--- src/rtl/dmem_pkg.sv ---
// Shared types for the dmem load/store path: access size codes, LSU states and lane widths.
package dmem_pkg;

  typedef enum logic [1:0] {
    SZ_B   = 2'b00,
    SZ_H   = 2'b01,
    SZ_W   = 2'b10,
    SZ_BAD = 2'b11
  } size_e;

  typedef enum logic [2:0] {
    ST_IDLE,
    ST_LOAD,
    ST_MERGE,
    ST_WRITE,
    ST_RESP
  } state_e;

  localparam int unsigned BYTE_W = 8;
  localparam int unsigned HALF_W = 16;
  localparam int unsigned WORD_W = 32;

endpackage

--- src/rtl/dmem_lane_unit.sv ---
// Little-endian lane logic: extracts and extends load lanes, merges sub-word store data into a word.
module dmem_lane_unit
  import dmem_pkg::*;
(
  input  logic [WORD_W-1:0] word,
  input  logic [1:0]        addr,
  input  size_e             size,
  input  logic              sgn,
  input  logic [HALF_W-1:0] wdata,
  output logic [WORD_W-1:0] load_data,
  output logic [WORD_W-1:0] merged
);

  logic [BYTE_W-1:0] lane_b;
  logic [HALF_W-1:0] lane_h;

  always_comb begin
    lane_b = word[{addr, 3'b000} +: BYTE_W];
    lane_h = addr[1] ? word[31:16] : word[15:0];
    case (size)
      SZ_B:    load_data = {{(WORD_W - BYTE_W){sgn & lane_b[BYTE_W-1]}}, lane_b};
      SZ_H:    load_data = {{(WORD_W - HALF_W){sgn & lane_h[HALF_W-1]}}, lane_h};
      default: load_data = word;
    endcase
  end

  always_comb begin
    merged = word;
    case (size)
      SZ_B: merged[{addr, 3'b000} +: BYTE_W] = wdata[BYTE_W-1:0];
      SZ_H: begin
        if (addr[1]) merged[31:16] = wdata;
        else         merged[15:0]  = wdata;
      end
      default: merged = word;
    endcase
  end

endmodule

--- src/rtl/dmem_lsu.sv ---
// Load/store initiator between the CPU execute stage and a word-wide dmem; sub-word stores use RMW.
module dmem_lsu
  import dmem_pkg::*;
#(
  parameter int unsigned ADDR_W = 8
) (
  input  logic        clk,
  input  logic        rst,
  input  logic        req_valid,
  output logic        req_ready,
  input  logic        req_store,
  input  logic [1:0]  req_size,
  input  logic        req_signed,
  input  logic [31:0] req_addr,
  input  logic [31:0] req_wdata,
  output logic        resp_valid,
  input  logic        resp_ready,
  output logic [31:0] resp_rdata,
  output logic        resp_err,
  output logic [31:0] mem_addr,
  output logic        mem_we,
  output logic [31:0] mem_wdata,
  input  logic [31:0] mem_rdata
);

  state_e      state;
  logic        store_q;
  logic        signed_q;
  size_e       size_q;
  logic [31:0] addr_q;
  logic [31:0] wdata_q;
  logic [31:0] merged_q;
  logic [31:0] rdata_q;
  logic        err_q;

  size_e       req_sz;
  logic        req_err;
  logic [31:0] lane_load;
  logic [31:0] lane_merged;

  always_comb begin
    req_sz  = size_e'(req_size);
    req_err = (req_sz == SZ_BAD)
            | ((req_sz == SZ_H) & req_addr[0])
            | ((req_sz == SZ_W) & (req_addr[1:0] != 2'b00))
            | ((req_addr >> ADDR_W) != '0);
  end

  dmem_lane_unit u_lane (
    .word      (mem_rdata),
    .addr      (addr_q[1:0]),
    .size      (size_q),
    .sgn       (signed_q),
    .wdata     (wdata_q[HALF_W-1:0]),
    .load_data (lane_load),
    .merged    (lane_merged)
  );

  always_ff @(posedge clk) begin
    if (rst) begin
      state    <= ST_IDLE;
      store_q  <= 1'b0;
      signed_q <= 1'b0;
      size_q   <= SZ_B;
      addr_q   <= '0;
      wdata_q  <= '0;
      merged_q <= '0;
      rdata_q  <= '0;
      err_q    <= 1'b0;
    end else begin
      case (state)
        ST_IDLE: begin
          if (req_valid) begin
            store_q  <= req_store;
            signed_q <= req_signed;
            size_q   <= req_sz;
            addr_q   <= req_addr;
            wdata_q  <= req_wdata;
            rdata_q  <= '0;
            err_q    <= req_err;
            if (req_err)             state <= ST_RESP;
            else if (!req_store)     state <= ST_LOAD;
            else if (req_sz == SZ_W) state <= ST_WRITE;
            else                     state <= ST_MERGE;
          end
        end
        ST_LOAD: begin
          rdata_q <= lane_load;
          state   <= ST_RESP;
        end
        ST_MERGE: begin
          merged_q <= lane_merged;
          state    <= ST_WRITE;
        end
        ST_WRITE: state <= ST_RESP;
        ST_RESP:  if (resp_ready) state <= ST_IDLE;
        default:  state <= ST_IDLE;
      endcase
    end
  end

  // Gating with rst lets a reset landing in the WRITE cycle cancel the store.
  assign mem_we     = (state == ST_WRITE) & !rst;
  assign mem_addr   = {addr_q[31:2], 2'b00};
  assign mem_wdata  = (size_q == SZ_W) ? wdata_q : merged_q;
  assign req_ready  = (state == ST_IDLE);
  assign resp_valid = (state == ST_RESP);
  assign resp_rdata = rdata_q;
  assign resp_err   = err_q;

  logic unused_store;
  assign unused_store = store_q;

endmodule
--- config.mk ---
export PLATFORM = sky130hd
export DESIGN_NAME = dmem_lsu
export DESIGN_NICKNAME = d
export VERILOG_FILES = /design/src/rtl/dmem_pkg.sv /design/src/rtl/dmem_lane_unit.sv /design/src/rtl/dmem_lsu.sv
export SDC_FILE = /design/constraint.sdc
export NUM_CORES = 1
export LEC_CHECK = 0
export ABC_AREA = 1
export ABC_CLOCK_PERIOD_IN_PS = 2860
export BUFFER_PORTS_ARGS = -buffer_cell sky130_fd_sc_hd__buf_2
export CAP_MARGIN = 20
export CORE_ASPECT_RATIO = 1.2
export CORE_MARGIN = 1
export CORE_UTILIZATION = 56
export DETAILED_ROUTE_END_ITERATION = 6
export PLACE_DENSITY = 0.85
export SYNTH_ARGS = -nofsm -noshare
export SYNTH_HDL_FRONTEND = slang
export SYNTH_SLANG_ARGS = --single-unit
--- constraint.sdc ---
create_clock -name clk -period 2.86 [get_ports clk]
set_input_delay 0 -clock clk [delete_from_list [all_inputs] [get_ports clk]]
set_output_delay 0 -clock clk [all_outputs]
set_load 0.01 [all_outputs]
; After elaboration in Yosys (flattened, before gate mapping)
; Cells that the tools add are included.
[word_totals]
register_bits = 135
inputBits = 104
output_inout_bits = 100
elab_cells = 56
[op_classes]
add_sub_neg = 1
n_eq_ne = 11
shift = 3
mux = 15
bitwise = 8
reduce_logical = 10
[op_table]
columns = op, count
row1 = $pmux 32 s2, 3
row2 = $mux 32, 2
row3 = $mux 16, 3
row4 = $bwmux 32, 1
row5 = $reduce_bool 32->1, 1
row6 = $shift 8x7->32 const A, 1
row7 = $shiftx 32x6->8, 1
row8 = $shiftx 8x7->32, 1
row9 = $pmux 3 s4, 1
row10 = $mux 3, 3
row11 = $neg 5->7, 1
row12 = $eq 2x2->1 const B, 3
row13 = $eq 3x2->1 const B, 2
row14 = $reduce_and 2->1, 3
row15 = $and 1x1->1, 5
row16 = $eq 2x1->1 const B, 2
row17 = $reduce_bool 2->1, 2
row18 = $eq 3x1->1 const B, 1
row19 = $eq 3x3->1 const B, 1
row20 = $logic_not 3->1, 1
row21 = $or 1x1->1, 3
row22 = $logic_not 2->1, 1
row23 = $mux 2, 1
row24 = $ne 2x1->1 const B, 1
row25 = other kinds (4), 4

; Logic depth before layout (Yosys ltp)
[depth]
depth_word = 8
ltp_mapped = 10
depth_no_buf = 10

; By module
; Synthesis repeated with hierarchy kept, for this count alone.
[hier_totals]
cells_unflattened = 1167
area_unflattened_um2 = 7606.0
[by_module_without_submodules]
columns = module, n_inst, cells_each, area_each_um2, seq_area_each_um2
row1 = dmem_lsu, 1, 743, 5703.0, 2702.6
row2 = dmem_lane_unit, 1, 424, 1903.1, 0.0

; Worst setup path before layout
; OpenSTA, ideal clock, no wires.
[synth_path]
path_kind = reg-to-reg
from = register addr_q[0]
to = register merged_q[30]
setup_time_ns = 0.070
arrival_ns = 1.778
t_required_ns = 2.790
slack_ns = 1.012
stages_incl_launch_ff = 11
path_buffers = 1
synth_period_minus_slack_ns = 1.848
path_cell_list = dfxtp_1 > inv_1 > clkbuf_1 > ha_1 > inv_1 > nand3b_1 > o22ai_1 > nand2_1 > nand3_1 > nand2_1 > a21oi_1
[synth_via]
elab_chain_len = 4
word_cells_on_any_way = 5
cone_classes = 1 x add/sub / 2 x shift / 2 x mux
[synth_rtl]
columns = item, line
row1 = start: declaration, dmem_lsu.sv:30  ; logic [31:0] addr_q;
row2 = start signal: assignment, dmem_lsu.sv:77  ; addr_q <= req_addr;
row3 = $neg 5->7 (*), dmem_lane_unit.sv:30  ; SZ_B: merged[{addr, 3'b000} +: BYTE_W] = wdata[BYTE_W-1:0];
row4 = $shiftx 8x7->32 / $shift 8x7->32 (equally long branches), dmem_lane_unit.sv:30
row5 = $bwmux 32 (*), dmem_lane_unit.sv:30
row6 = $pmux 32 s2 (*), dmem_lane_unit.sv:29  ; case (size)
row7 = end signal: assignment, dmem_lsu.sv:92  ; merged_q <= lane_merged;
row8 = end: declaration, dmem_lsu.sv:32  ; logic [31:0] merged_q;
; Mark *: on every way between the ends. The rest lies on a longest branch, timed or not.
; A chain may end at the register's enable or synchronous reset.

; Worst setup path in the final report
[layout_path]
from = register size_q[1]
to = output mem_wdata[0]
[layout_via]
elab_chain_len = 2
[layout_rtl]
columns = item, line
row1 = start: declaration, dmem_lsu.sv:29  ; size_e size_q;
row2 = start signal: assignment, dmem_lsu.sv:76  ; size_q <= req_sz;
row3 = $eq 2x2->1, dmem_lsu.sv:105  ; assign mem_wdata = (size_q == SZ_W) ? wdata_q : merged_q;
row4 = $mux 32, dmem_lsu.sv:105
row5 = end: declaration, dmem_lsu.sv:22  ; output logic [31:0] mem_wdata,
; Every way passes these cells.

==> impl_metrics.tcl <==
set metrics [dict create \
    status "finished, final reports clean" \
    grt_start_max_net_pins 74 \
    mostFrequentLayoutCells "201 x buf_2, 172 x o21ai_0, 162 x nand2_1" \
    rsz0062_at_grt "no" \
    synth_cell_type_count 35 \
    synth-edff-count 0 \
    placementRows 44 \
    p_sw_share_pct 30.0 \
    min_path_type "primary input to register" \
    postCtsSetupRepairBufs 0 \
    drv_slew 0 \
    dp_cells 1313 \
    clkTransAtPathRegs_ps 60 \
    die_height_um 125 \
    area_delta_synth_final_pct 32.0 \
    place_area_um2 7840 \
    grt_pass1_wl_um 40500 \
    p_switching_mw 1.55 \
    cts_tree "done" \
    whs_ps 7.44 \
    seq_power_share_pct 39.2 \
    grt.total_usage_pct 39.9 \
    synthArstFlopShare_pct 0 \
    cts_buffers 17 \
    finalNonFillerCells 1428 \
    drive_above_1_share_pct 21.4 \
    synth_area_um2 7020 \
    fmax_ghz 0.447 \
    clock-skew-final_ps 11.8 \
    grt_pass1_vias 7885 \
    die_w_um 104 \
    antenna_cells 0 \
    postSynthCellCount 1030 \
    wire_per_inst_um 18.2 \
    power.clock.fraction_pct 42.8 \
    synth-seq-area-share_pct 38.5 \
    crit_path_start_kind "register" \
    power_density_nw_per_um2 557 \
    crit_path_end_kind "output pin" \
    core_um2 12200 \
    ir_drop_mv 0.348 \
    synth_ff_type "dfxtp_1" \
    gp_congestion 0.981 \
    clock_sinks 135 \
    cp.required_ps 2860 \
    h-tree-depth 4 \
    period_share_pct 78.2 \
    setup_tns_ps 0 \
    antenna_found_initial 0 \
    critical_path.max_fanout 33 \
    dieArea_um2 13000 \
    stdcell_area_um2 9260 \
    finalSetupViolCount 0 \
    layout_commonest_cell "buf_2" \
    maxCapViolCount 0 \
    finalWirelength_um 26000 \
    period_needed_ps 2240 \
    tightest_slew_ps 700 \
    ys_ff_latch 135 \
    dpl.hpwl_um 15900 \
    ioPinCount 204 \
    fin_nets 1363 \
    grt_overflow 0 \
    cts_max_path_buffers 2 \
    cellInternalPower_mw 3.61 \
    cts-root-buf "clkbuf_16" \
    yosys_warnings 0 \
    ctsResizeCount 0 \
    min_path_cells 5 \
    drc_errors 0 \
    via_count 8150 \
    max_slew_margin_pct 53.3 \
    portBuffers 201 \
    initial_core_util_pct 57.7 \
    clk_latency_ps 430 \
    rr_worst_depth 6 \
    ant_nets 0 \
    p_leak_nw 4.30 \
    hold_viol 0 \
    p_comb_share_pct 17.9 \
    viasPerCell 5.71 \
    arrival_ps 2240 \
    firstDrtPassIters 6 \
    critPathKind "register to output pin" \
    synth_area_per_cell_um2 6.81 \
    drtIter0Drc 718 \
]
## critical path, cell delays in order, from the launching register on
cell     delay [ps]
dfxtp_1         550
nand2_2         420
buf_4           330
o21ai_0         290
buf_2           210
## synthesized netlist by cell type, drive strengths merged, types with 3 or more instances
cell / n / area share (%)
nor2: 92 / 5.5
a21oi: 156 / 11
a22oi: 8 / 0.86
o21ai: 186 / 13
nand2: 165 / 9.0
o211ai: 13 / 1.5
buf: 60 / 5.7
nor3: 4 / 0.29
o22ai: 8 / 0.71
dfxtp: 135 / 39
inv: 111 / 6.0
clkbuf: 37 / 2.0
a211oi: 9 / 0.96
nand3: 26 / 1.9
o21a: 3 / 0.32
ha: 5 / 0.89
o221ai: 6 / 0.75
## per-stage QoR
step / total power, mW / utilization (%) / setup slack, ps
floorplan: 2.59 / - / 1010
global placement: 2.83 / 64.5 / 997
detailed placement: 2.83 / 64.5 / 946
CTS: 5.08 / 76.1 / 668
global route: 5.31 / 76.1 / 501
finish: 5.16 / 76.1 / 622
## layer usage
layer  vias to the layer above  track usage, %  share of wire [%]  wire length, µm
met5                         -               0                  0                0
met4                         0            25.0                6.0             1550
met3                       127            8.63                9.4             2430
met2                       516            66.1                 47            12200
met1                      3668            46.8                 38             9820
li1                       3839               -                  -                -
## layout make-up
| class | instances | area (µm²) |
|---|---|---|
| flip-flops and latches | 135 | 2700 |
| clock inverters | 14 | 150 |
| inverters | 112 | 424 |
| multi-input cells | 687 | 3370 |
| repair buffers | 301 | 1980 |
| fillers | 881 | 2900 |
| well taps | 161 | 201 |
| clock buffers | 18 | 439 |
## worst paths after layout
check / start / end / slack [ps]
setup / recovery: size_q[1] / mem_wdata[0] / 620
hold / removal: req_valid / state[2] / 7
setup reg to reg: state[1] / merged_q[26] / 880
hold reg to reg: wdata_q[20] / wdata_q[20] / 450
## kinds of logic (layout without fill, tap and decap cells)
logic type	after synthesis	in the layout	synth area share, %
other	1	2	0.0534
buffers and inverters	209	445	13.7
DFF	135	135	38.5
and+or+nand+nor	290	290	17.2
adders and majority gates	5	5	0.892
AOI/OAI and AO/OA	390	390	29.6
## flip-flops by register name (all words and copies together), names as in the netlist
signal and flops:
size_q 2, wdata_q 32, resp_rdata 32, addr_q 32, resp_err 1, signed_q 1
merged_q 32, state 3
## power by group through the flow
| stage | clock network [mW] | registers, mW | logic, mW |
|---|---|---|---|
| finish | 2.21 | 2.02 | 0.925 |
| global route | 2.28 | 2.03 | 0.996 |
| CTS | 2.19 | 2.01 | 0.871 |
| detailed placement | 0 | 2.05 | 0.780 |
| global placement | 0 | 2.05 | 0.776 |
| floorplan | 0 | 2.04 | 0.548 |
## what timing repair did
| item | in CTS | in global routing |
|---|---|---|
| endpoints found under the hold margin | 84 | 0 |
| hold buffers | 83 | 0 |
| setup endpoints to repair | 0 | 0 |
Power figures use the tool's default switching activity.
